**src/rtl/reg_wb_arbiter_pkg.sv**
```systemverilog
// ============================================================================
// reg_wb_arbiter_pkg : shared FSM encoding and constants for reg_wb_arbiter
// Revision 1.0
// ============================================================================
`default_nettype none

package reg_wb_arbiter_pkg;

  typedef enum logic [0:0] {
    CLEAR = 1'b0,
    RUN   = 1'b1
  } state_t;

  localparam int NREQ     = 3;
  localparam int LAST_REG = 31;

  function automatic logic [1:0] next_ptr(input logic [1:0] idx);
    return (idx == 2'd2) ? 2'd0 : idx + 2'd1;
  endfunction

endpackage

`default_nettype wire

```
**src/rtl/reg_wb_arbiter_rr_pick3.sv**
```systemverilog
// ============================================================================
// rr_pick3 : three-way round-robin selector, priority ptr, ptr+1, ptr+2 mod 3
// Revision 1.0
// ============================================================================
`default_nettype none

module rr_pick3
  import reg_wb_arbiter_pkg::*;
(
  input  logic [NREQ-1:0] valid,
  input  logic [1:0]      ptr,
  output logic [NREQ-1:0] grant,
  output logic [1:0]      idx
);

  logic found;
  int   cand;

  always_comb begin
    grant = '0;
    idx   = 2'd0;
    found = 1'b0;
    cand  = 0;
    for (int i = 0; i < NREQ; i++) begin
      cand = (int'(ptr) + i) % NREQ;
      if (!found && valid[cand]) begin
        found       = 1'b1;
        grant[cand] = 1'b1;
        idx         = 2'(cand);
      end
    end
  end

endmodule

`default_nettype wire

```
**src/rtl/reg_wb_arbiter.sv**
```systemverilog
// ============================================================================
// reg_wb_arbiter : clears r1..r31 after reset, then round-robin arbitrates
// three write requesters onto one register-file write port.
// Optional bypass outputs with `define REG_WB_BYPASS_EN.  Revision 1.0
// ============================================================================
`default_nettype none

module reg_wb_arbiter
  import reg_wb_arbiter_pkg::*;
#(
  parameter int DW = 32,
  parameter int AW = 5
) (
  input  logic          clk,
  input  logic          reset,
  input  logic          req0_valid,
  input  logic [AW-1:0] req0_wn,
  input  logic [DW-1:0] req0_wd,
  output logic          req0_ready,
  input  logic          req1_valid,
  input  logic [AW-1:0] req1_wn,
  input  logic [DW-1:0] req1_wd,
  output logic          req1_ready,
  input  logic          req2_valid,
  input  logic [AW-1:0] req2_wn,
  input  logic [DW-1:0] req2_wd,
  output logic          req2_ready,
  output logic          RegWrite,
  output logic [AW-1:0] WN,
  output logic [DW-1:0] WD,
  input  logic [AW-1:0] RN1,
  input  logic [AW-1:0] RN2,
  output logic          hazard1,
  output logic          hazard2,
  output logic          init_done
`ifdef REG_WB_BYPASS_EN
  ,
  output logic [DW-1:0] bp1_data,
  output logic [DW-1:0] bp2_data
`endif
);

  state_t          state;
  logic [AW-1:0]   cnt;
  logic [1:0]      ptr;
  logic [NREQ-1:0] valid;
  logic [NREQ-1:0] grant;
  logic [1:0]      win;
  logic            run;
  logic            xfer;
  logic [AW-1:0]   sel_wn;
  logic [DW-1:0]   sel_wd;

  assign valid = {req2_valid, req1_valid, req0_valid};
  assign run   = (state == RUN);

  rr_pick3 u_pick (
    .valid (valid),
    .ptr   (ptr),
    .grant (grant),
    .idx   (win)
  );

  assign req0_ready = run & grant[0];
  assign req1_ready = run & grant[1];
  assign req2_ready = run & grant[2];
  assign xfer       = run & (|valid);

  always_comb begin
    sel_wn = req0_wn;
    sel_wd = req0_wd;
    case (win)
      2'd1: begin
        sel_wn = req1_wn;
        sel_wd = req1_wd;
      end
      2'd2: begin
        sel_wn = req2_wn;
        sel_wd = req2_wd;
      end
      default: ;
    endcase
  end

  always_ff @(posedge clk) begin
    if (reset) begin
      state     <= CLEAR;
      cnt       <= AW'(1);
      ptr       <= 2'd0;
      RegWrite  <= 1'b0;
      WN        <= '0;
      WD        <= '0;
      init_done <= 1'b0;
    end else begin
      case (state)
        CLEAR: begin
          RegWrite <= 1'b1;
          WN       <= cnt;
          WD       <= '0;
          if (cnt == AW'(LAST_REG)) begin
            state     <= RUN;
            init_done <= 1'b1;
          end else begin
            cnt <= cnt + AW'(1);
          end
        end
        RUN: begin
          RegWrite <= 1'b0;
          if (xfer) begin
            ptr <= next_ptr(win);
            // r0 is hardwired: accept the request but suppress the write
            if (sel_wn != '0) begin
              RegWrite <= 1'b1;
              WN       <= sel_wn;
              WD       <= sel_wd;
            end
          end
        end
        default: state <= CLEAR;
      endcase
    end
  end

  assign hazard1 = run & RegWrite & (WN == RN1) & (RN1 != '0);
  assign hazard2 = run & RegWrite & (WN == RN2) & (RN2 != '0);

`ifdef REG_WB_BYPASS_EN
  assign bp1_data = hazard1 ? WD : '0;
  assign bp2_data = hazard2 ? WD : '0;
`endif

endmodule

`default_nettype wire

```
**config.mk**
```make
export PLATFORM = sky130hd
export DESIGN_NAME = reg_wb_arbiter
export DESIGN_NICKNAME = d
export VERILOG_FILES = /design/src/rtl/reg_wb_arbiter_pkg.sv /design/src/rtl/reg_wb_arbiter_rr_pick3.sv /design/src/rtl/reg_wb_arbiter.sv
export SDC_FILE = /design/constraint.sdc
export NUM_CORES = 1
export LEC_CHECK = 0
export BUFFER_PORTS_ARGS = -buffer_cell sky130_fd_sc_hd__buf_2
export CAP_MARGIN = 20
export CORE_ASPECT_RATIO = 0.8
export CORE_MARGIN = 2
export CORE_UTILIZATION = 47
export DETAILED_ROUTE_END_ITERATION = 10
export PLACE_DENSITY = 0.89
export SLEW_MARGIN = 30
export SYNTH_ARGS = -nofsm -noshare
export SYNTH_HDL_FRONTEND = slang
export SYNTH_SLANG_ARGS = --single-unit
```
**constraint.sdc**
```tcl
create_clock -name clk -period 5.07 [get_ports clk]
set_input_delay 0.507 -clock clk [delete_from_list [all_inputs] [get_ports clk]]
set_output_delay 0.507 -clock clk [all_outputs]
set_load 0.02 [all_outputs]
```
Yosys cells after proc, flatten, opt, wreduce, memory -nomap -nowiden. Index checks and enable logic that the tools add are counted.

Add/subtract/negate cells: 4. Divide/modulo/power cells: 3. $lt $le $gt $ge: 6. Equal/unequal tests: 7. Muxes and demuxes: 37. Bitwise logic cells: 13. Reduce and logical (&&, ||, !) cells: 15.

Operators by type and width (number): $pmux 32 s2 (2); $ge 32x1->1 const B (3); $lt 32x4->1 const B (3); $mod 32x3->32 const B (2); $mux 32 (2); $mod 3x3->32 const B (1); $pmux 5 s2 (2); $mux 1 (15); $reduce_bool 5->1 (3); $eq 5x5->1 (2); $mux 5 (2); $and 1x1->1 (9); $mux 3 (3); $mux 2 (4); $reduce_and 2->1 (4); $bmux 1 s2 (3); $demux 1 s2 (3); $or 3x3->3 (2); $add 5x1->5 const B (1); $eq 5x5->1 const B (1); $logic_and 1x1->1 (5); $ne 2x1->1 const B (2); $add 2x1->3 const B (1); $add 2x2->3 const B (1); 7 further kinds (9).

Register bits: 47. Output and inout port bits: 44. Logic and storage cells: 92.

Longest topological paths before layout. Gate-level depths: netlist of the first run.

Word-level depth: 17. Mapped depth: 17. Depth with buffers taken out: 13.

Modules after synthesis. A second synthesis of the first run with hierarchy kept.

Cell total of the unflattened synthesis: 387. Area, all modules: 2955.3 µm².

By module, submodules not included: reg_wb_arbiter (instances 1, cells an instance 335, area each 2622.5 µm², seq. area each 940.9 µm²); rr_pick3 (instances 1, cells an instance 52, area each 332.8 µm², seq. area each 0.0 µm²).

Worst setup path after synthesis of the first run. OpenSTA, ideal clock, no wires.

Path kind: flip-flop to flip-flop. From: reg ptr[0]. To: reg WN[2]. Library setup time: 0.086 ns. Data arrival time: 3.380 ns. Required time: 4.984 ns. Path slack: 1.604 ns. Stages on the path, launching flop included: 16. Period minus slack after synthesis: 3.466 ns. Path through: dfxtp_1 > inv_1 > ha_1 > clkbuf_1 > mux2i_1 > o21ai_1 > mux2i_1 > or2_1 > and2_1 > ha_1 > buf_2 > a31oi_1 > o41ai_4 > buf_4 > nand2_1 > a211oi_1.

Word-level cells in the longest chain between the ends: 16. Elaborated cells between the ends (all ways): 32.

Ends and longest elaborated chain: from (decl) (line reg_wb_arbiter.sv:45) `logic [1:0] ptr;`; from (signal assigned) (line reg_wb_arbiter.sv:110) `ptr <= next_ptr(win);`; parallel branches: the longest is 10 deep, another holds $mod 32x3->32; $mux 2 (*) (line reg_wb_arbiter_rr_pick3.sv:26) `if (!found && valid[cand]) begin`; $eq 2x2->1 / $eq 2x1->1 (equally long branches) (line reg_wb_arbiter.sv:72) `case (win)`; $pmux 5 s2 (*) (line reg_wb_arbiter.sv:72); $reduce_bool 5->1 / $mux 5 (equally long branches) (line reg_wb_arbiter.sv:112) `if (sel_wn != '0) begin`; $ne 2x1->1 (no line) / $mux 5 (equally long branches); $reduce_and 2->1 (no line) / $pmux 5 s2 (equally long branches); to (signal assigned) (line reg_wb_arbiter.sv:98) `WN <= cnt;`; to (signal assigned) (line reg_wb_arbiter.sv:114) `WN <= sel_wn;`; to (decl) (line reg_wb_arbiter.sv:29) `output logic [AW-1:0] WN,`.

Mark *: on every way between the ends. The select of a mux whose other input is x is not followed. A chain may end at the register's enable or synchronous reset.

Worst setup path after layout of the first run.
From: reg ptr[0]. To: reg WD[4].

Word-level cells in the longest chain between the ends: 16. Elaborated cells between the ends (all ways): 33.

Ends and longest elaborated chain: parallel branches: the longest is 10 deep, another holds $mod 32x3->32; $mux 2 (*) (line reg_wb_arbiter_rr_pick3.sv:26); $eq 2x2->1 / $eq 2x1->1 (equally long branches) (line reg_wb_arbiter.sv:72); $pmux 5 s2 / $pmux 32 s2 (equally long branches) (line reg_wb_arbiter.sv:72); $reduce_bool 5->1 / $mux 32 (equally long branches) (line reg_wb_arbiter.sv:112); $ne 2x1->1 (no line) / $mux 32 (equally long branches); $reduce_and 2->1 (no line) / $pmux 32 s2 (equally long branches); to (signal assigned) (line reg_wb_arbiter.sv:115) `WD <= sel_wd;`; to (decl) (line reg_wb_arbiter.sv:30) `output logic [DW-1:0] WD,`.

Marks and branches as above.

==> impl_metrics.env, run 1 <==
export IMPL_drc=0
export IMPL_clkSinkCount=47
export IMPL_ant_nets=0
export IMPL_cap_viol_max_count=0
export IMPL_core_region_area_sq_um=5910
export IMPL_initial_core_util_pct=48.7
export IMPL_slew_headroom_pct=38.2
export IMPL_ys_ff_latch=47
export IMPL_async_flop_share_pct=0
export IMPL_antenna_found_initial=0
export IMPL_fin_nets=655
export IMPL_slew_violations=0
export IMPL_syn_area_sq_um=2880
export IMPL_wl_um=8820
export IMPL_grtUsageTotal_pct=23.7
export IMPL_end_kind="register"
export IMPL_synth_area_per_cell_sq_um=7.77
export IMPL_synth_ff_type="dfxtp_1"
export IMPL_run_status="completed"
export IMPL_min_period_over_period_pct=89.3
export IMPL_fmax_mhz=221
export IMPL_max_vdd_ir_drop_uv=147
export IMPL_grt_overflow_total=0
export IMPL_worstSkewPairLatency_ns=0.29
export IMPL_crit_type="register to register"
export IMPL_worst_slack_ns=0.541
export IMPL_ff2ff_path_depth=13
export IMPL_area_growth_pct=31.7
export IMPL_drt_vias_per_instance=5.45
export IMPL_hold_class="register to register"
export IMPL_synth_cell_types=43
export IMPL_grt_setup_unrepaired="no"
export IMPL_cts_post_setup_buffers_inserted=0
export IMPL_io_buffers=169
export IMPL_drive_gt1_share_pct=35.8
export IMPL_synth_cells=370
export IMPL_critPathMaxFanout=67
export IMPL_synthDominantCellAreaShare_pct=32.7
export IMPL_numCtsBuffers=5
export IMPL_timing_hold_ws_ns=0.454
export IMPL_first_global_vias=2871
export IMPL_rows=25
export IMPL_cts_resized=0
export IMPL_critPathArrivalTime_ns=4.74
export IMPL_cts_tree="built"
export IMPL_cts_hold_buf=0
export IMPL_power_density_nw_per_um2=221
export IMPL_syn_num_nets=506
export IMPL_finClkSkew_ns=0.00843
export IMPL_yosys_area_top_type="dfxtp_1"
export IMPL_clkTransAtPathRegs_ns=0.09
export IMPL_worstMarginPinSlew_ns=0.927
export IMPL_antenna_cells=0
export IMPL_p_leak_uw=0.00180
export IMPL_wire_per_inst_um=14.7
export IMPL_synth_area_leaders="dfxtp_1, a211o_1, a22oi_1, a21oi_1, nand2_1"
export IMPL_setup_tns_ns=0
export IMPL_final_common_cell="buf_2"
export IMPL_setup_violations=0
export IMPL_final_hold_violation_count=0
export IMPL_io_pins=170
export IMPL_drt_iter0_drc=155
export IMPL_setup_worst_path_start_class="register"
export IMPL_cts_root_buf="clkbuf_8"
export IMPL_pre_cts_slack_ns=0.572
export IMPL_htreeDepth=2
export IMPL_dr_pass1_iters=4
export IMPL_die_y_um=74.0
export IMPL_ys_seq_area_share_pct=32.7
export IMPL_holdPathStages=2
export IMPL_grt_pass1_wl_um=13200
export IMPL_synth_edf_count=0
export IMPL_final_cell_mix="buf_2, nand2_1, a21oi_1, dfxtp_1, nor2_1"
export IMPL_die_area_sq_um=6770
export IMPL_grt_max_degree=68
export IMPL_die_w_um=91.5
export IMPL_gp_congestion=0.792
export IMPL_yosysWarnings=0
export IMPL_fin_crit_ns=4.53
export IMPL_vias=3275
export IMPL_required_ns=5.28
export IMPL_place_hpwl_um=6530
export IMPL_clockBufferDepth=2
[final cells by class]
class	count	area, sq um
Multi-Input combinational cell	289	1770
Sequential cell	47	941
Timing Repair Buffer	173	876
Fill cell	535	2120
Tap cell	81	101
Inverter	3	11.3
Clock buffer	6	72.6
Clock inverter	2	12.5
[metrics by stage]
| step | std cells | power (uW) | util, % | instance area, sq um |
|---|---|---|---|---|
| floorplan | 370 | 548 | - | 2880 |
| global placement | 593 | 615 | 62.6 | 3700 |
| detailed placement | 593 | 622 | 62.6 | 3700 |
| CTS | 601 | 843 | 64.1 | 3790 |
| global route | 601 | 886 | 64.1 | 3790 |
| finish | 601 | 837 | 64.1 | 3790 |
[kinds of logic (layout without fill, tap and decap cells)]
logic type,Yosys count,in the layout,synth area share (%)
compound gates,139,139,34.1
mux,4,4,1.39
xor+xnor,11,11,3.35
flops,47,47,32.7
buf+inv,34,184,5.83
fa+ha+maj,10,10,4.35
simple gates,125,125,18.2
[flip-flops by register name (all words and copies together) (netlist names)]
signal     cells
ptr            2
init_done      1
RegWrite       1
WN             5
cnt            5
run            1
WD            32
[power by group]
group	switching [uW]	leakage [uW]	internal [uW]
Combinational	123	0.00138	110
Sequential	7.90	0.000380	375
Clock	126	0.0000412	96.7
Total	256	0.00180	581
[per-layer routing]
metal	part of all wire, %	vias up	wire length [um]	GRT usage, %
met1	43	1495	3790	30.2
met5	0	-	0	0
met4	0.48	0	42	3.70
li1	-	1644	-	-
met3	7.2	4	636	5.67
met2	49	132	4350	42.5
[final timing paths]
| path | start | end | slack [ns] |
|---|---|---|---|
| min reg2reg | WD[28] | WD[28] | 0.45 |
| max reg2reg | ptr[0] | WD[4] | 0.54 |
| max | ptr[0] | WD[4] | 0.54 |
| min | WD[28] | WD[28] | 0.45 |
[cells in the mapped netlist (all sizes together), types with 2 or more instances]
master    n
a2111oi   2
a211o    32
a21oi    48
a22oi    37
a31oi     4
buf      13
clkbuf   18
dfxtp    47
ha       10
inv       3
mux2i     4
nand2    49
nand2b    3
nand3     6
nand3b    2
nor2     47
nor3     10
o21ai     5
o21bai    2
or2       2
xnor2     9
xor2      2
[worst max-delay path: stages (launching register included)]
cell and delay [ns]:
dfxtp_1 0.40, inv_1 0.08, ha_1 0.42, mux2i_1 0.17
o21ai_1 0.30, nand2b_1 0.15, o21ai_0 0.38, ha_1 0.85
a22oi_2 0.19, a31oi_1 0.54, o41ai_4 0.15, buf_4 0.34
a211o_1 0.31, a21oi_1 0.14
Power figures use the tool's default switching activity.
==> run 2: changes to the inputs <==
--- a/config.mk
+++ b/config.mk
@@ -11,6 +11,7 @@
 export CORE_MARGIN = 2
 export CORE_UTILIZATION = 47
 export DETAILED_ROUTE_END_ITERATION = 10
+export GPL_TIMING_DRIVEN = 0
 export PLACE_DENSITY = 0.89
 export SLEW_MARGIN = 30
 export SYNTH_ARGS = -nofsm -noshare
==> run 2 against run 1 <==
Net effect:
- cell count grew 4.5%
- non-clock buffer count grew 27
- via count grew 5.3%
- wire length grew 5.6%
- sequential power is essentially flat
- critical path type unchanged
==> impl_metrics.env, run 2 (synthesis results as in run 1) <==
export IMPL_run_status="completed"
export IMPL_gp_congestion=0.817
export IMPL_min_period_over_period_pct=79.5
export IMPL_cap_viol_max_count=0
export IMPL_layout_cells_non_filler=628
export IMPL_cts_resized=0
export IMPL_die_y_um=74.0
export IMPL_htreeDepth=2
export IMPL_intPower_uw=604
export IMPL_numCtsBuffers=5
export IMPL_p_leak_uw=0.00187
export IMPL_placedCellCount=620
export IMPL_clkPwrFrac_pct=27.4
export IMPL_setup_violations=0
export IMPL_required_ns=5.28
export IMPL_largest_registers="WD x32, WN x5, cnt x5"
export IMPL_final_cell_mix="buf_2, nand2_1, a21oi_1, dfxtp_1, nor2_1"
export IMPL_worstSkewPairLatency_ns=0.30
export IMPL_fmax_mhz=248
export IMPL_drive_gt1_share_pct=34.9
export IMPL_setup_worst_path_start_class="register"
export IMPL_critPathArrivalTime_ns=4.24
export IMPL_vias=3447
export IMPL_grt_setup_unrepaired="no"
export IMPL_drt_iter0_drc=188
export IMPL_worstMarginPinSlew_ns=0.584
export IMPL_wire_per_inst_um=14.8
export IMPL_area_growth_pct=36.4
export IMPL_io_buffers=169
export IMPL_end_kind="register"
export IMPL_first_global_vias=3111
export IMPL_power_density_nw_per_um2=222
export IMPL_drc=0
export IMPL_antenna_found_initial=0
export IMPL_p_switching_uw=268
export IMPL_slowest_stage="o41ai_4"
export IMPL_dr_pass1_iters=5
export IMPL_max_vdd_ir_drop_uv=139
export IMPL_slew_headroom_pct=61.1
export IMPL_fin_crit_ns=4.03
export IMPL_io_pins=170
export IMPL_clkSinkCount=47
export IMPL_cts_root_buf="clkbuf_8"
export IMPL_clkTransAtPathRegs_ns=0.09
export IMPL_crit_chain="inv_1 -> ha_1 -> clkbuf_1 -> mux2i_1 -> o21ai_1 -> mux2i_1 -> or2_1 -> and2_1 -> ha_1 -> buf_2 -> a22oi_1 -> a21oi_1 -> o41ai_4 -> buf_4 -> nand2_1 -> a211oi_1"
export IMPL_grt_max_degree=16
export IMPL_ff2ff_path_depth=16
export IMPL_hold_class="register to register"
export IMPL_holdPathStages=2
export IMPL_final_hold_violation_count=0
export IMPL_top_register="WD"
export IMPL_pwr_share_seq_pct=43.9
export IMPL_grtUsageTotal_pct=25.6
export IMPL_cts_hold_buf=0
export IMPL_slew_violations=0
export IMPL_wl_um=9320
export IMPL_die_area_sq_um=6770
export IMPL_p_comb_share_pct=28.7
export IMPL_finClkSkew_ns=0.0121
export IMPL_die_w_um=91.5
export IMPL_ant_nets=0
export IMPL_rows=25
export IMPL_fin_nets=682
export IMPL_clockBufferDepth=2
export IMPL_largest_register_ffs=32
export IMPL_critPathMaxFanout=10
export IMPL_setup_tns_ns=0
export IMPL_switching_share_pct=30.7
export IMPL_grt_overflow_total=0
export IMPL_initial_core_util_pct=48.7
export IMPL_crit_type="register to register"
export IMPL_grt_pass1_wl_um=14100
export IMPL_cts_tree="built"
export IMPL_slowest_delay_ns=0.46
export IMPL_drt_vias_per_instance=5.49
export IMPL_final_common_cell="buf_2"
export IMPL_cts_post_setup_buffers_inserted=0
export IMPL_place_hpwl_um=7410
export IMPL_core_region_area_sq_um=5910
export IMPL_antenna_cells=0
run 2: cell types whose count changed in the layout (fill, tap and decap cells not counted), sizes merged:
cell,before,now
buf,173,182
clkbuf,6,24
run 2: power groups by stage:
| stage | Combinational [uW] | Sequential, uW | Clock (uW) |
|---|---|---|---|
| floorplan | 156 | 392 | 0 |
| finish | 250 | 382 | 239 |
| detailed placement | 248 | 391 | 0 |
| CTS | 249 | 382 | 244 |
| global placement | 243 | 390 | 0 |
| global route | 277 | 383 | 257 |
run 2: routing by layer:
layer,track usage [%],part of all wire (%)
met2,45.0,48
met5,0,0
met4,6.90,1.1
met3,4.46,7.8
met1,33.1,43
run 2: critical path, delay by kind of cell, from the launching register on:
kind                       cells  cell delay (ns)
AOI/OAI and AO/OA              5             1.32
buffers and inverters          4             0.83
DFF                            1             0.40
and+or+nand+nor                3             0.51
adders and majority gates      2             0.46
muxes                          2             0.42
run 2: worst paths after layout:
path | slack (ns) | to | from
worst max register to register | 1.04 | WN[2] | ptr[0]
worst min-delay path | 0.46 | WD[26] | WD[26]
worst max-delay path | 1.04 | WN[2] | ptr[0]
worst min register to register | 0.46 | WD[26] | WD[26]
run 2: area by class of cell:
type / count / area (sq um)
Fill cell: 511 / 1990
Multi-Input combinational cell: 289 / 1770
Sequential cell: 47 / 941
Timing Repair Buffer: 169 / 846
Buffer: 31 / 156
Tap cell: 81 / 101
Clock buffer: 6 / 82.6
Clock inverter: 2 / 16.3
Inverter: 3 / 11.3
run 2: through the flow:
stage,instance area (sq um),setup WS (ns),util (%),power (uW),hold slack [ns]
6_report,3920,1.04,66.3,872,0.455
5_1_grt,3920,0.697,66.3,917,0.476
4_1_cts,3920,0.996,66.3,876,0.455
3_5_place_dp,3820,1.02,64.7,639,0.443
3_3_place_gp,3820,1.11,64.7,633,0.440
2_1_floorplan,2880,1.60,-,548,0.469
